--- config.mk ---
export PLATFORM = sky130hd
export DESIGN_NAME = sign_bit_normalizer
export DESIGN_NICKNAME = d
export VERILOG_FILES = /design/src/rtl/sign_bit_normalizer.sv
export SDC_FILE = /design/constraint.sdc
export NUM_CORES = 1
export LEC_CHECK = 0
export ABC_AREA = 1
export BUFFER_PORTS_ARGS = -buffer_cell sky130_fd_sc_hd__buf_2
export CELL_PAD_IN_SITES_DETAIL_PLACEMENT = 1
export CELL_PAD_IN_SITES_GLOBAL_PLACEMENT = 2
export CORE_UTILIZATION = 32
export CTS_CLUSTER_DIAMETER = 150
export CTS_CLUSTER_SIZE = 40
export DETAILED_ROUTE_END_ITERATION = 8
export PLACE_DENSITY = 0.82
export SLEW_MARGIN = 20
export SYNTH_ARGS = -nofsm -noshare
export SYNTH_HDL_FRONTEND = slang
export SYNTH_SLANG_ARGS = --single-unit
--- constraint.sdc ---
create_clock -name clk_i -period 3.9 [get_ports clk_i]
set_clock_uncertainty 0.15 [all_clocks]
set_input_delay 1.17 -clock clk_i [delete_from_list [all_inputs] [get_ports clk_i]]
set_output_delay 1.17 -clock clk_i [all_outputs]
set_load 0.005 [all_outputs]
--- src/rtl/sign_bit_normalizer.sv ---
// Sign-bit normalization stage: counts redundant sign bits of each accepted word
// and registers the word with its clamped left-shift amount.
// Optional zero flag output enabled by defining SIGN_NORM_ZERO_EN.
module sign_bit_normalizer #(
  parameter int unsigned DATA_WIDTH  = 22,
  parameter int unsigned SHIFT_WIDTH = 5,
  parameter int unsigned MAX_SHIFT   = 21
) (
  input  logic                   clk_i,
  input  logic                   rst_n_i,
  input  logic                   valid_i,
  output logic                   ready_o,
  input  logic [DATA_WIDTH-1:0]  data_i,
  output logic                   valid_o,
  input  logic                   ready_i,
`ifdef SIGN_NORM_ZERO_EN
  output logic                   zero_o,
`endif
  output logic [DATA_WIDTH-1:0]  data_o,
  output logic [SHIFT_WIDTH-1:0] shifts_o
);

  localparam int unsigned CNT_W = (DATA_WIDTH < 2) ? 1 : $clog2(DATA_WIDTH);

  // Elaboration-time parameter sanity checks
  if (DATA_WIDTH < 2) begin : g_bad_width
    $error("sign_bit_normalizer: DATA_WIDTH must be at least 2");
  end
  if (MAX_SHIFT < 1 || MAX_SHIFT > DATA_WIDTH - 1) begin : g_bad_max
    $error("sign_bit_normalizer: MAX_SHIFT out of range");
  end
  if ((2 ** SHIFT_WIDTH) - 1 < MAX_SHIFT) begin : g_bad_shift_w
    $error("sign_bit_normalizer: SHIFT_WIDTH too narrow for MAX_SHIFT");
  end

  typedef enum logic {
    EMPTY = 1'b0,
    FULL  = 1'b1
  } state_t;

  state_t                 state;
  logic [CNT_W-1:0]       rsc_c;
  logic                   run_c;
  logic [SHIFT_WIDTH-1:0] shift_c;
  logic                   in_xfer_c;
  logic                   out_xfer_c;

  // Count bits below the sign bit that match it, stopping at the first mismatch
  always_comb begin
    rsc_c = '0;
    run_c = 1'b1;
    for (int i = DATA_WIDTH - 2; i >= 0; i--) begin
      if (run_c && (data_i[i] == data_i[DATA_WIDTH-1])) begin
        rsc_c = rsc_c + CNT_W'(1);
      end else begin
        run_c = 1'b0;
      end
    end
  end

  always_comb begin
    shift_c = SHIFT_WIDTH'(rsc_c);
    if (32'(rsc_c) > MAX_SHIFT) begin
      shift_c = SHIFT_WIDTH'(MAX_SHIFT);
    end
  end

  assign valid_o    = (state == FULL);
  assign ready_o    = ~valid_o | ready_i;
  assign in_xfer_c  = valid_i & ready_o;
  assign out_xfer_c = valid_o & ready_i;

  // Single output register: load on input transfer, drain on output transfer
  always_ff @(posedge clk_i or negedge rst_n_i) begin
    if (!rst_n_i) begin
      state    <= EMPTY;
      data_o   <= '0;
      shifts_o <= '0;
`ifdef SIGN_NORM_ZERO_EN
      zero_o   <= 1'b0;
`endif
    end else begin
      if (in_xfer_c) begin
        data_o   <= data_i;
        shifts_o <= shift_c;
`ifdef SIGN_NORM_ZERO_EN
        zero_o   <= (data_i == '0);
`endif
      end
      case (state)
        EMPTY: begin
          if (in_xfer_c) begin
            state <= FULL;
          end
        end
        FULL: begin
          if (out_xfer_c && !in_xfer_c) begin
            state <= EMPTY;
          end
        end
        default: state <= EMPTY;
      endcase
    end
  end

endmodule

Word-level counts from Yosys, hierarchy flattened

Index checks and enable logic that the tools add are counted.

$add $sub $neg: 20
Multipliers: 0
Div/mod/pow operators: 0
$lt $le $gt $ge: 1
Equality and inequality tests: 21
Shifts and indexed selects: 0
Mux-type cells: 45
Bitwise gates (word level): 4
Reductions and logical operators: 22

Operator list:

| kind                                                          | count |
|---|---|
| 5-bit two-way mux                                             | 20 |
| 5-bit by 1-bit adder with 5-bit output, second input constant | 19 |
| 1-bit two-way mux                                             | 23 |
| 1-bit equality test                                           | 21 |
| 1-bit logical AND                                             | 21 |
| 5-bit > comparator, second input constant                     | 1 |
| 1-bit by 1-bit adder with 2-bit output, second input constant | 1 |
| 1-bit bitwise AND                                             | 2 |
| 2-bit two-way mux                                             | 1 |
| 1-bit one-hot mux with 2 select lines                         | 1 |
| 1-bit logical NOT                                             | 1 |
| 1-bit NOT                                                     | 1 |
| 1-bit OR                                                      | 1 |

Register bits: 28
Bits in latches: 0
Memory bits (writable): 0
Bits in read-only memories: 0
Input port bits: 26
Output and inout port bits: 29
Word-level logic and storage cells: 116
Memories: 0

Longest topological paths before layout

Word-level depth: 44
Depth in mapped cells: 58
Gate-level depth less buffers: 56

Worst setup path before layout

OpenSTA, ideal clock, no wires.

Path kind: input -> register
From: input data_i[21]
To: register shifts_o[2]
Library setup time: 113 ps
Arrival: 7858 ps
Required time: 3637 ps
Setup slack: -4220 ps
Stages: 53
Path buffers: 2
Path through: buf_6 -> buf_6 -> nand2_1 -> inv_1 -> nor2_1 -> o21ai_0 -> inv_1 -> ha_1 -> nor2_1 -> nor2_1 -> ha_1 -> inv_1 -> o21a_1 -> inv_1 -> ha_1 -> o21ai_0 -> o21ai_1 -> nand2_1 -> (+17 left out) -> ha_1 -> nand2_1 -> nor2_1 -> a31oi_1 -> ha_1 -> nand2_1 -> nand2_1 -> ha_1 -> nand2_1 -> nand2_1 -> ha_1 -> or2_2 -> nand2_1 -> nor2_1 -> nand2_1 -> nand3_1 -> nand2_1 -> inv_1

Cells in the longest elaborated chain, start to end: 44
Elaborated cells between the ends (all ways): 104
Those cells by class: 20 x add/sub; 1 x order compare; 21 x eq/ne; 42 x mux; 20 x reduce/logical

RTL lines:

| element                                                                            | RTL line | source |
|---|---|---|
| start: declaration                                                                 | 13       | `input logic [DATA_WIDTH-1:0] data_i,` |
| 1-bit equality test                                                                | 53       | `if (run_c && (data_i[i] == data_i[DATA_WIDTH-1])) begin` |
| 1-bit two-way mux                                                                  | 53       |  |
| 1-bit by 1-bit adder with 2-bit output / 1-bit logical AND (equally long branches) | 54, 53   |  |
| 2-bit two-way mux / 1-bit two-way mux (equally long branches)                      | 53       |  |
| 5-bit by 1-bit adder with 5-bit output / 1-bit logical AND (equally long branches) | 54, 53   |  |
| 5-bit two-way mux / 1-bit two-way mux (equally long branches)                      | 53       |  |
| 5-bit by 1-bit adder with 5-bit output / 1-bit logical AND (equally long branches) | 54, 53   |  |
| 5-bit two-way mux / 1-bit two-way mux (equally long branches)                      | 53       |  |
| (+28 left out)                                                                     | --       |  |
| 5-bit by 1-bit adder with 5-bit output / 1-bit logical AND (equally long branches) | 54, 53   |  |
| 5-bit two-way mux / 1-bit two-way mux (equally long branches)                      | 53       |  |
| 5-bit by 1-bit adder with 5-bit output / 1-bit logical AND (equally long branches) | 54, 53   |  |
| 5-bit two-way mux / 1-bit two-way mux (equally long branches)                      | 53       |  |
| 5-bit by 1-bit adder with 5-bit output / 1-bit logical AND (equally long branches) | 54, 53   |  |
| 5-bit two-way mux *                                                                | 53       |  |
| 5-bit > comparator                                                                 | 63       | `if (32'(rsc_c) > MAX_SHIFT) begin` |
| 5-bit two-way mux *                                                                | 63       |  |
| end signal: assignment                                                             | 85       | `shifts_o <= shift_c;` |
| end: declaration                                                                   | 20       | `output logic [SHIFT_WIDTH-1:0] shifts_o` |

Every way passes the cells marked *; elsewhere a longest branch is shown, timed or not.
A chain may end at the register's enable or synchronous reset.

Final worst setup path

From: input data_i[21]
To: register shifts_o[0]

Same word-level chain as after synthesis.

==> results.ini <==
[status]
status=finished, violations left
violations=negative setup slack

[pwr]
p_per_area_nw_per_um2=210
power.internal_mw=0.693
power.switching_mw=0.366
p_sw_share_pct=34.6
peakVddDrop_v=0.000292
pwr-share-clk_pct=22.0
pwr-share-seq_pct=32.9
pwr-share-comb_pct=45.1
power.leakage_nw=2.89

[worst_setup_path]
critPathRequiredTime_ns=3.93
r2r-start=valid_o$_DFF_PN0_
endpoint=shifts_o[0]$_DFFE_PN0P_
r2r-end=shifts_o[2]$_DFFE_PN0P_
r2r_cells=6
cpMaxStageDelayCell=ha_1
slowest_delay_ns=0.31
reg2reg_setup_slack_ns=2.03
crit_type=input pin to flop
crit_path_start=data_i[21]
cp-end-kind=flop
cp_max_fo=5
cp.arrival_ns=7.82
startpoint_type=input pin

[route]
wl_met1_um=4760
dr_total_vias=3865
wl_met2_um=6230
routedWlPerCell_um=13.9
viasPerCell=4.70
drt-pass1-iter-count=4
ant_nets=0
drt-initial-drc-count=47
drc=0
wirelength_um=11400
top_layer=met4
dr_wl_met3_um=272

[clocking]
numCtsBuffers=3
cts-root-buf=clkbuf_8
path_clk_slew_ns=0.10
clock_sinks=28
clk_path_buf_depth=2
clk-insertion-delay-late_ns=0.27
cts_tree=done
cts_hold_buffers=0
h-tree-depth=1

[layout]
final_cell_mix=169 x nand2_1, 125 x buf_4, 60 x inv_1
fillers=1241
area_delta_synth_final_pct=61.5
nets=738
drive_gt1_share_pct=45.9
antenna_cells=0
final_common_cell=nand2_1
fin_cells=822

[sta]
period_share_pct=200
finalHoldViolCount=0
tns_ns=-19.27
fin_ws_ns=-3.89
grt_setup_unrepaired=true
relSlewSlack_pct=56.3
fmax_mhz=128
drv_slew=0
finalSetupViolCount=5
layout_min_cycle_time_ns=7.79
worst_slew_pin_slew_ns=0.656

[global_routing]
grt_overflow=0
antenna_found_initial=0
grt_pass1_wl_um=18600
grt_pass1_vias=4096
grt_max_degree=36
grt.total_usage_pct=22.7

[synth]
synth_area_leaders=nand2_1 23%, dfrtp_1 22%, inv_1 8.3%, ha_1 7.2%, nand3_1 5.9%
syn-mean-instance-area_um2=6.11
netlist_instances=511
synthesis.area_um2=3120
synth_edf_count=0
synth_top_cell_area_share_pct=23.3
async_reset_ff_share_pct=100
ys.warnings.count=0
synth_area_leader_cell=nand2_1
synth_nets=555
synth_ff_type=dfrtp_1
yosysUniqueCellTypes=35
synth-seq-area-share_pct=22.5
synth-seq-cells=28

[floorplanning]
die_w_um=101
initial_core_util_pct=33.5
pin_count=55
fp-row-count=35
fp.coreArea_um2=9330
die_h_um=101
die_area_um2=10200

[placed_design]
gp_congestion=0.799
dpl.hpwl_um=8070
placed_cells=785
io_buffers=54

[flow_run]
drv_cap=0

[min_path]
hold_class=flop to flop

==> final cells by class <==
| type | instances | area, um^2 | area share, % |
|---|---|---|---|
| tap | 129 | 161 | 3.20 |
| sequential | 28 | 701 | 13.9 |
| inverter | 82 | 310 | 6.16 |
| clock inverter | 1 | 30.0 | 0.596 |
| clock buffer | 3 | 41.3 | 0.819 |
| multi-input combinational | 394 | 2490 | 49.4 |
| timing repair buffer | 185 | 1310 | 25.9 |
==> layer usage <==
layer / up-vias / global-route usage [%]
li1: 1952 / -
met1: 1843 / 26.5
met2: 52 / 46.0
met3: 18 / 1.80
met4: 0 / 2.45
met5: - / 0
==> power by group through the flow <==
stage / clock (mW) / combinational, mW / sequential [mW]
finish: 0.233 / 0.477 / 0.349
floorplan: 0 / 0.177 / 0.354
detailed placement: 0 / 0.368 / 0.352
global route: 0.252 / 0.529 / 0.352
global placement: 0 / 0.352 / 0.352
CTS: 0.241 / 0.422 / 0.348
==> timing repair <==
item                                    CTS  global route
endpoints found under the setup margin    5             5
buffers inserted                         28             8
gates resized for setup                  46            55
pin swaps                                43            45
hold endpoints to repair                  0             0
==> worst min-delay path by stage <==
stage	start	endpoint	slack, ns	depth (start not counted)
3_3_place_gp	data_o[13]$_DFFE_PN0P_	data_o[13]$_DFFE_PN0P_	0.31	2
6_report	data_o[13]$_DFFE_PN0P_	data_o[13]$_DFFE_PN0P_	0.33	2
4_1_cts	data_o[13]$_DFFE_PN0P_	data_o[13]$_DFFE_PN0P_	0.34	2
3_5_place_dp	data_o[17]$_DFFE_PN0P_	data_o[17]$_DFFE_PN0P_	0.31	2
5_1_grt	data_o[12]$_DFFE_PN0P_	data_o[12]$_DFFE_PN0P_	0.37	2
2_1_floorplan	data_o[11]$_DFFE_PN0P_	data_o[11]$_DFFE_PN0P_	0.32	2
==> per-stage QoR <==
step | hold WS [ns] | setup slack (ns) | instance area (um^2) | utilization [%] | total power [mW]
6_report | 0.332 | -3.89 | 5040 | 54.0 | 1.06
4_1_cts | 0.338 | -3.75 | 4760 | 51.0 | 1.01
2_1_floorplan | 0.322 | -3.81 | 3180 | - | 0.531
3_5_place_dp | 0.310 | -4.43 | 4300 | 46.1 | 0.721
3_3_place_gp | 0.306 | -4.08 | 4300 | 46.1 | 0.703
5_1_grt | 0.368 | -4.23 | 5040 | 54.0 | 1.13
==> worst max-delay path, delay by kind of cell <==
kind,cells,cell delay (ns)
XOR/XNOR,1,0.23
AND/OR/NAND/NOR,24,2.23
AO/OA/AOI/OAI,7,0.73
buffers and inverters,10,0.92
adder cells (fa/ha/maj),10,2.53
==> synth_stat cells (4+ instances only) <==
| cell | n |
|---|---|
| clkbuf_1 | 5 |
| clkinv_1 | 4 |
| dfrtp_1 | 28 |
| ha_1 | 18 |
| inv_1 | 69 |
| inv_2 | 7 |
| nand2_1 | 194 |
| nand2_2 | 11 |
| nand2_4 | 5 |
| nand3_1 | 37 |
| nand3_2 | 14 |
| nand4_1 | 8 |
| nor2_1 | 42 |
| nor2_2 | 5 |
| o21ai_0 | 21 |
| o21ai_1 | 6 |
| or2_2 | 4 |
| xnor2_1 | 5 |
==> logic make-up after synthesis <==
family,Yosys count,synth area share (%)
flops,28,22.5
xor+xnor,8,2.85
compound gates,39,6.98
buf+inv,89,11.3
fa+ha+maj,18,7.22
simple gates,329,49.2
==> state kept, by name (all words and copies together) (netlist names) <==
register,flops
data_o,22
shifts_o,5
valid_o,1
No activity file was read; power rests on OpenSTA's default activity.
